--- src/rtl/hyper_boot_sequencer.sv ---
// hyper_boot_sequencer: staggered HyperRAM power-up, boot-mode dispatch and
// end-of-computation supervision with a global watchdog.
// Optional feature macro: HYPER_BOOT_PROGRESS_EN builds the power-up progress
// reporting (prog_valid_o / prog_idx_o); without it both outputs are tied to 0.
// Handshake note: eoc_valid_i is a plain qualifier with no ready; a word is
// consumed only in WAIT_EOC and only when its done flag (bit 0) is set.
module hyper_boot_sequencer #(
    parameter int unsigned NumChannels   = 2,
    parameter int unsigned PowerupCycles = 100,
    parameter int unsigned StaggerCycles = 10,
    parameter int unsigned NumItvs       = 5,
    parameter int unsigned TimeoutCycles = 1000
) (
    input  logic                   clk_i,
    input  logic                   rst_i,
    input  logic [1:0]             boot_mode_i,
    output logic [NumChannels-1:0] hyp_ready_o,
    output logic                   pwrup_done_o,
    output logic                   prog_valid_o,
    output logic [3:0]             prog_idx_o,
    output logic                   preload_start_o,
    input  logic                   eoc_valid_i,
    input  logic [31:0]            eoc_code_i,
    output logic                   done_o,
    output logic [31:0]            exit_code_o,
    output logic                   fail_o,
    output logic [1:0]             fail_cause_o
);

    localparam int unsigned TotalCycles = (NumChannels - 1) * StaggerCycles + PowerupCycles;
    localparam int unsigned CntW        = $clog2(TotalCycles + 1);
    localparam int unsigned WdW         = $clog2(TimeoutCycles + 1);
    localparam int unsigned ItvLen      = TotalCycles / NumItvs;

    localparam logic [1:0] CauseNone    = 2'd0;
    localparam logic [1:0] CauseMode    = 2'd1;
    localparam logic [1:0] CauseTimeout = 2'd2;

    typedef enum logic [2:0] {
        ST_POWERUP  = 3'd0,
        ST_BOOTSEL  = 3'd1,
        ST_PRELOAD  = 3'd2,
        ST_WAIT_EOC = 3'd3,
        ST_DONE     = 3'd4,
        ST_FAIL     = 3'd5
    } state_e;

    state_e                 state_q, state_d;
    logic [CntW-1:0]        pwr_cnt_q, pwr_cnt_d;
    logic [WdW-1:0]         wd_cnt_q, wd_cnt_d;
    logic [NumChannels-1:0] hyp_ready_q, hyp_ready_d;
    logic                   pwrup_done_q, pwrup_done_d;
    logic                   preload_start_q, preload_start_d;
    logic                   done_q, done_d;
    logic [31:0]            exit_code_q, exit_code_d;
    logic                   fail_q, fail_d;
    logic [1:0]             fail_cause_q, fail_cause_d;

    logic pwr_at_total;
    logic wd_expire;
    logic eoc_hit;

    assign pwr_at_total = (pwr_cnt_q == CntW'(TotalCycles));
    assign wd_expire    = (wd_cnt_q == WdW'(TimeoutCycles - 1));
    assign eoc_hit      = eoc_valid_i && eoc_code_i[0];

    // Power-up counter, sticky per-channel ready flags and the all-ready flag.
    always_comb begin
        pwr_cnt_d    = pwr_cnt_q;
        hyp_ready_d  = hyp_ready_q;
        pwrup_done_d = pwrup_done_q;
        if (state_q == ST_POWERUP) begin
            if (!pwr_at_total) begin
                pwr_cnt_d = pwr_cnt_q + CntW'(1);
            end
            for (int c = 0; c < int'(NumChannels); c++) begin
                if (pwr_cnt_q == CntW'(c * StaggerCycles + PowerupCycles)) begin
                    hyp_ready_d[c] = 1'b1;
                end
            end
            if (pwr_at_total) begin
                pwrup_done_d = 1'b1;
            end
        end
    end

    // Sequencer FSM: boot dispatch, EOC capture and watchdog override.
    always_comb begin
        state_d         = state_q;
        wd_cnt_d        = wd_cnt_q;
        preload_start_d = 1'b0;
        done_d          = done_q;
        exit_code_d     = exit_code_q;
        fail_d          = fail_q;
        fail_cause_d    = fail_cause_q;

        case (state_q)
            ST_POWERUP: begin
                if (pwr_at_total) begin
                    state_d = ST_BOOTSEL;
                end
            end
            ST_BOOTSEL: begin
                case (boot_mode_i)
                    2'd0: begin
                        state_d         = ST_PRELOAD;
                        preload_start_d = 1'b1;
                    end
                    2'd1: begin
                        state_d      = ST_FAIL;
                        fail_d       = 1'b1;
                        fail_cause_d = CauseMode;
                    end
                    default: begin
                        state_d = ST_WAIT_EOC;
                    end
                endcase
            end
            ST_PRELOAD: begin
                state_d = ST_WAIT_EOC;
            end
            ST_WAIT_EOC: begin
                if (eoc_hit) begin
                    state_d     = ST_DONE;
                    done_d      = 1'b1;
                    exit_code_d = {1'b0, eoc_code_i[31:1]};
                end
            end
            default: begin
                // DONE and FAIL hold everything until reset.
            end
        endcase

        // Watchdog runs in every live state; a completing EOC beats expiry.
        if (state_q != ST_DONE && state_q != ST_FAIL) begin
            wd_cnt_d = wd_cnt_q + WdW'(1);
            if (wd_expire && !(state_q == ST_WAIT_EOC && eoc_hit)) begin
                state_d         = ST_FAIL;
                preload_start_d = 1'b0;
                fail_d          = 1'b1;
                fail_cause_d    = CauseTimeout;
            end
        end
    end

    // State and output registers with synchronous reset.
    always_ff @(posedge clk_i) begin
        if (rst_i) begin
            state_q         <= ST_POWERUP;
            pwr_cnt_q       <= '0;
            wd_cnt_q        <= '0;
            hyp_ready_q     <= '0;
            pwrup_done_q    <= 1'b0;
            preload_start_q <= 1'b0;
            done_q          <= 1'b0;
            exit_code_q     <= '0;
            fail_q          <= 1'b0;
            fail_cause_q    <= CauseNone;
        end else begin
            state_q         <= state_d;
            pwr_cnt_q       <= pwr_cnt_d;
            wd_cnt_q        <= wd_cnt_d;
            hyp_ready_q     <= hyp_ready_d;
            pwrup_done_q    <= pwrup_done_d;
            preload_start_q <= preload_start_d;
            done_q          <= done_d;
            exit_code_q     <= exit_code_d;
            fail_q          <= fail_d;
            fail_cause_q    <= fail_cause_d;
        end
    end

`ifdef HYPER_BOOT_PROGRESS_EN
    logic       prog_valid_q, prog_valid_d;
    logic [3:0] prog_idx_q, prog_idx_d;

    // Progress pulse one cycle after each interval boundary; the last interval
    // ends at the full power-up time so it lines up with pwrup_done_o.
    always_comb begin
        prog_valid_d = 1'b0;
        prog_idx_d   = 4'd0;
        if (state_q == ST_POWERUP) begin
            for (int k = 1; k < int'(NumItvs); k++) begin
                if (pwr_cnt_q == CntW'(k * ItvLen)) begin
                    prog_valid_d = 1'b1;
                    prog_idx_d   = 4'(k);
                end
            end
            if (pwr_at_total) begin
                prog_valid_d = 1'b1;
                prog_idx_d   = 4'(NumItvs);
            end
        end
    end

    // Progress registers.
    always_ff @(posedge clk_i) begin
        if (rst_i) begin
            prog_valid_q <= 1'b0;
            prog_idx_q   <= 4'd0;
        end else begin
            prog_valid_q <= prog_valid_d;
            prog_idx_q   <= prog_idx_d;
        end
    end

    assign prog_valid_o = prog_valid_q;
    assign prog_idx_o   = prog_idx_q;
`else
    assign prog_valid_o = 1'b0;
    assign prog_idx_o   = 4'd0;
`endif

    assign hyp_ready_o     = hyp_ready_q;
    assign pwrup_done_o    = pwrup_done_q;
    assign preload_start_o = preload_start_q;
    assign done_o          = done_q;
    assign exit_code_o     = exit_code_q;
    assign fail_o          = fail_q;
    assign fail_cause_o    = fail_cause_q;

endmodule
--- config.mk ---
export PLATFORM = sky130hd
export DESIGN_NAME = hyper_boot_sequencer
export DESIGN_NICKNAME = d
export VERILOG_FILES = /design/src/rtl/hyper_boot_sequencer.sv
export SDC_FILE = /design/constraint.sdc
export NUM_CORES = 1
export LEC_CHECK = 0
export BUFFER_PORTS_ARGS = -buffer_cell sky130_fd_sc_hd__buf_2
export CAP_MARGIN = 20
export CORE_MARGIN = 2
export CORE_UTILIZATION = 45
export CTS_CLUSTER_DIAMETER = 120
export DETAILED_ROUTE_END_ITERATION = 10
export GPL_TIMING_DRIVEN = 0
export PLACE_DENSITY = 0.85
export SLEW_MARGIN = 20
export SYNTH_ARGS = -nofsm -noshare
export SYNTH_HDL_FRONTEND = slang
export SYNTH_SLANG_ARGS = --single-unit
export TNS_END_PERCENT = 1
--- constraint.sdc ---
create_clock -name clk_i -period 1.4 [get_ports clk_i]
set_clock_uncertainty 0.1 [all_clocks]
set_input_delay 0.14 -clock clk_i [delete_from_list [all_inputs] [get_ports clk_i]]
set_output_delay 0.14 -clock clk_i [all_outputs]
set_load 0.01 [all_outputs]
==> impl_metrics.env <==
export IMPL_diodes=0
export IMPL_dieArea_mm2=0.005971
export IMPL_pwr_share_clk_pct=41.2
export IMPL_power_density_mw_per_mm2=897.9
export IMPL_die_w_um=77.28
export IMPL_r2r_slack_ns=-0.21
export IMPL_violations="setup timing"
export IMPL_muxShareOfSynthArea_pct=0.4143
export IMPL_r2r_cells=6
export IMPL_endpoint_kind="flip-flop"
export IMPL_cp_slowest_stage_delay_ns=0.37
export IMPL_drt_antenna_violating_nets=0
export IMPL_via_per_inst=5.121
export IMPL_syn_to_final_growth_pct=51.99
export IMPL_crit_slowest_cell="dfxtp_4"
export IMPL_synth_cell_area_mm2=0.002416
export IMPL_maxCapViolCount=0
export IMPL_gp_congestion=0.7898
export IMPL_finalCritPeriodShare_pct=114.9
export IMPL_whs_endpoint="preload_start_o$_SDFF_PP0_"
export IMPL_antenna_found_initial=0
export IMPL_grt_pass1_vias=2312
export IMPL_report_final_hold_viol_count=0
export IMPL_core_area_mm2=0.005140
export IMPL_synth_top_family_by_area="simple AND/OR/NAND/NOR gates"
export IMPL_grt_max_degree=11
export IMPL_synth_simple_area_share_pct=24.60
export IMPL_rsz0062_at_grt="true"
export IMPL_final_nets=452
export IMPL_crit_start="state_q[2]$_SDFF_PP0_"
export IMPL_rows=26
export IMPL_r2r_start="state_q[2]$_SDFF_PP0_"
export IMPL_synthAdderAreaFrac_pct=2.071
export IMPL_die_y_um=77.28
export IMPL_initial_utilization_pct=47.01
export IMPL_async_flop_share_pct=0
export IMPL_slew_headroom_pct=58.59
export IMPL_worstHoldPathType="input port to flip-flop"
export IMPL_period_minus_slack_ns=1.608
export IMPL_route_detailed_drc=0
export IMPL_p_int_uw=2483
export IMPL_synth_area_per_cell_um2=8.568
export IMPL_setup_viol=45
export IMPL_synth_seq_cells=58
export IMPL_worst_pin_slew_ns=0.6212
export IMPL_synth_cells=282
export IMPL_layout_drive_gt1_share_pct=38.70
export IMPL_critical_path_class="flip-flop to flip-flop"
export IMPL_p_leak_uw=0.001489
export IMPL_post_place_ws_ns=-0.2165
export IMPL_worstPathArrival_ns=1.77
export IMPL_synth_compound_area_share_pct=12.38
export IMPL_htree_levels=3
export IMPL_overflow=0
export IMPL_synth_distinct_cells=41
export IMPL_synthXorXnorAreaFrac_pct=5.075
export IMPL_power_frac_seq_pct=51.2
export IMPL_required_ns=1.56
export IMPL_vdd_drop_max_mv=0.7321
export IMPL_path_depth=6
export IMPL_hold_start="boot_mode_i[0]"
export IMPL_cp_cell_sequence="and4b_4 > and2_4 > buf_8 > buf_6 > nand2_1 > a21oi_1"
export IMPL_seq_area_frac_synth_pct=48.06
export IMPL_port_buffers=74
export IMPL_crit_fanout=7
export IMPL_status="finished, violations left"
export IMPL_crit_family="simple AND/OR/NAND/NOR gates"
export IMPL_finalMaxSlewViolations=0
export IMPL_routedWlPerCell_um=15.60
export IMPL_hpwl_mm=3.743
export IMPL_r2r_end="exit_code_o[25]$_SDFFE_PP0P_"
export IMPL_ys_flop_type="dfxtp_1"
export IMPL_startpoint_type="flip-flop"
export IMPL_cts_tree="done"
export IMPL_grt_pass1_wl_mm=10.74
export IMPL_synth_edf_count=0
export IMPL_grt_util_all_layers_pct=22.91
export IMPL_path_buf_inv=2
export IMPL_floorplan_io_pins=82
export IMPL_num_vias=2489
export IMPL_pwr_share_comb_pct=7.6
export IMPL_cts_root_buf="clkbuf_8"
export IMPL_cts_sinks=58
export IMPL_wl_mm=7.583
export IMPL_path_clk_slew_ns=0.07
export IMPL_setup_slack_ns=-0.2085
export IMPL_p_sw_uw=814.6
export IMPL_synth_warnings=0
export IMPL_timing_fmax_mhz=621.7
export IMPL_numCtsBuffers=9
export IMPL_clockBufferDepth=2
export IMPL_hold_depth=4
export IMPL_clk_latency_ns=0.34
export IMPL_dr_pass1_iters=4
export IMPL_drtIter0Drc=116
export IMPL_fin_util_pct=71.45
export IMPL_nFillCells=370
export IMPL_sw_frac_of_total_pct=24.70
-- Yosys cell counts (all sizes together) (2+ instances only) --
| library cell | number | area share [%] |
|---|---|---|
| nor2 | 22 | 3.4 |
| o211ai | 2 | 0.62 |
| nand4 | 3 | 0.78 |
| xor2 | 6 | 2.2 |
| ha | 4 | 2.1 |
| nand2 | 71 | 11 |
| clkbuf | 7 | 1.1 |
| xnor2 | 8 | 2.9 |
| buf | 15 | 4.9 |
| nor3 | 4 | 0.83 |
| nor4b | 2 | 1.6 |
| a21oi | 37 | 7.7 |
| nor4 | 2 | 1.0 |
| and2 | 3 | 0.78 |
| inv | 8 | 1.2 |
| and2b | 2 | 0.73 |
| dfxtp | 58 | 48 |
| nand3 | 8 | 1.7 |
| o21ai | 3 | 0.62 |
-- registers in the layout, indices dropped and copies added, names as in the netlist --
| register | count |
|---|---|
| done_o | 1 |
| exit_code_o | 31 |
| fail_cause_o | 2 |
| fail_o | 1 |
| hyp_ready_o | 2 |
| preload_start_o | 1 |
| pwr_cnt_q | 7 |
| state_q | 3 |
| wd_cnt_q | 10 |
-- power by group through the flow --
stage | combinational, uW | clock (uW) | sequential [uW]
4_1_cts | 229 | 1360 | 1680
5_1_grt | 272 | 1430 | 1690
3_5_place_dp | 155 | 0 | 1720
6_report | 252 | 1360 | 1690
3_3_place_gp | 152 | 0 | 1720
2_1_floorplan | 87.3 | 0 | 1710
-- worst max-delay path by stage --
stage	end	slack, ns
detailed placement	exit_code_o[4]$_SDFFE_PP0P_	-0.22
finish	exit_code_o[25]$_SDFFE_PP0P_	-0.21
global route	exit_code_o[27]$_SDFFE_PP0P_	-0.24
CTS	state_q[1]$_SDFF_PP0_	-0.09
global placement	exit_code_o[22]$_SDFFE_PP0P_	-0.14
floorplan	state_q[1]$_SDFF_PP0_	-0.04
-- logic make-up after synthesis --
logic type	count (synthesis)
buf+inv	30
other cells	1
compound gates	49
xor+xnor	14
mux	1
fa+ha+maj	4
simple gates	125
flops	58
-- cells in the final DEF (no fill, tap or decap), drive strengths merged, types with 4 or more instances in the layout --
cell / Yosys / layout
xor2: 6 / 6
nor3: 4 / 4
nand3: 8 / 8
nand2: 71 / 71
dfxtp: 58 / 58
conb: 1 / 6
inv: 8 / 8
buf: 15 / 97
xnor2: 8 / 8
clkbuf: 7 / 18
a21oi: 37 / 37
ha: 4 / 4
nor2: 22 / 22
dlygate4sd3: 0 / 31
-- cell type report --
class	count	area, um2	share of cell area [%]
Buffer	22	166.4	4.532
Clock buffer	11	141.4	3.850
Clock inverter	5	30.03	0.8177
Inverter	8	30.03	0.8177
Multi-Input combinational cell	199	1279	34.82
Sequential cell	58	1182	32.20
Tap cell	70	87.58	2.385
Timing Repair Buffer	113	755.7	20.58
-- layer usage --
layer	GRT usage [%]	up-vias	wire length (um)
li1	-	1179	-
met1	25.04	1191	2913
met2	40.78	101	3996
met3	7.059	18	483
met4	9.643	0	190
met5	0	-	0
-- stage by stage --
step / hold WS [ns] / std cells / cell area (um2) / TNS [ns] / power [uW]
after detailed placement: 0.2860 / 431 / 2893 / -6.504 / 1873
after CTS: 0.01166 / 483 / 3487 / -2.550 / 3269
final: 0.03880 / 486 / 3672 / -5.262 / 3297
after floorplan: 0.1760 / 287 / 2435 / -0.5048 / 1802
after global routing: 0.06036 / 486 / 3672 / -7.643 / 3393
after global placement: 0.2815 / 431 / 2893 / -5.080 / 1869
-- worst min-delay path, stage by stage --
cell,delay (ns)
buf_2,0.11
inv_1,0.05
nand3_1,0.08
nor3_1,0.05
-- what timing repair did --
action,in CTS,in global routing
hold buffers,31,0
endpoints found under the hold margin,31,0
buffers inserted,1,3
pin swaps,5,12
resized for setup,28,39
setup endpoints to repair,52,53
cloned,4,0
Note: power is estimated with default switching activity, not from simulation.
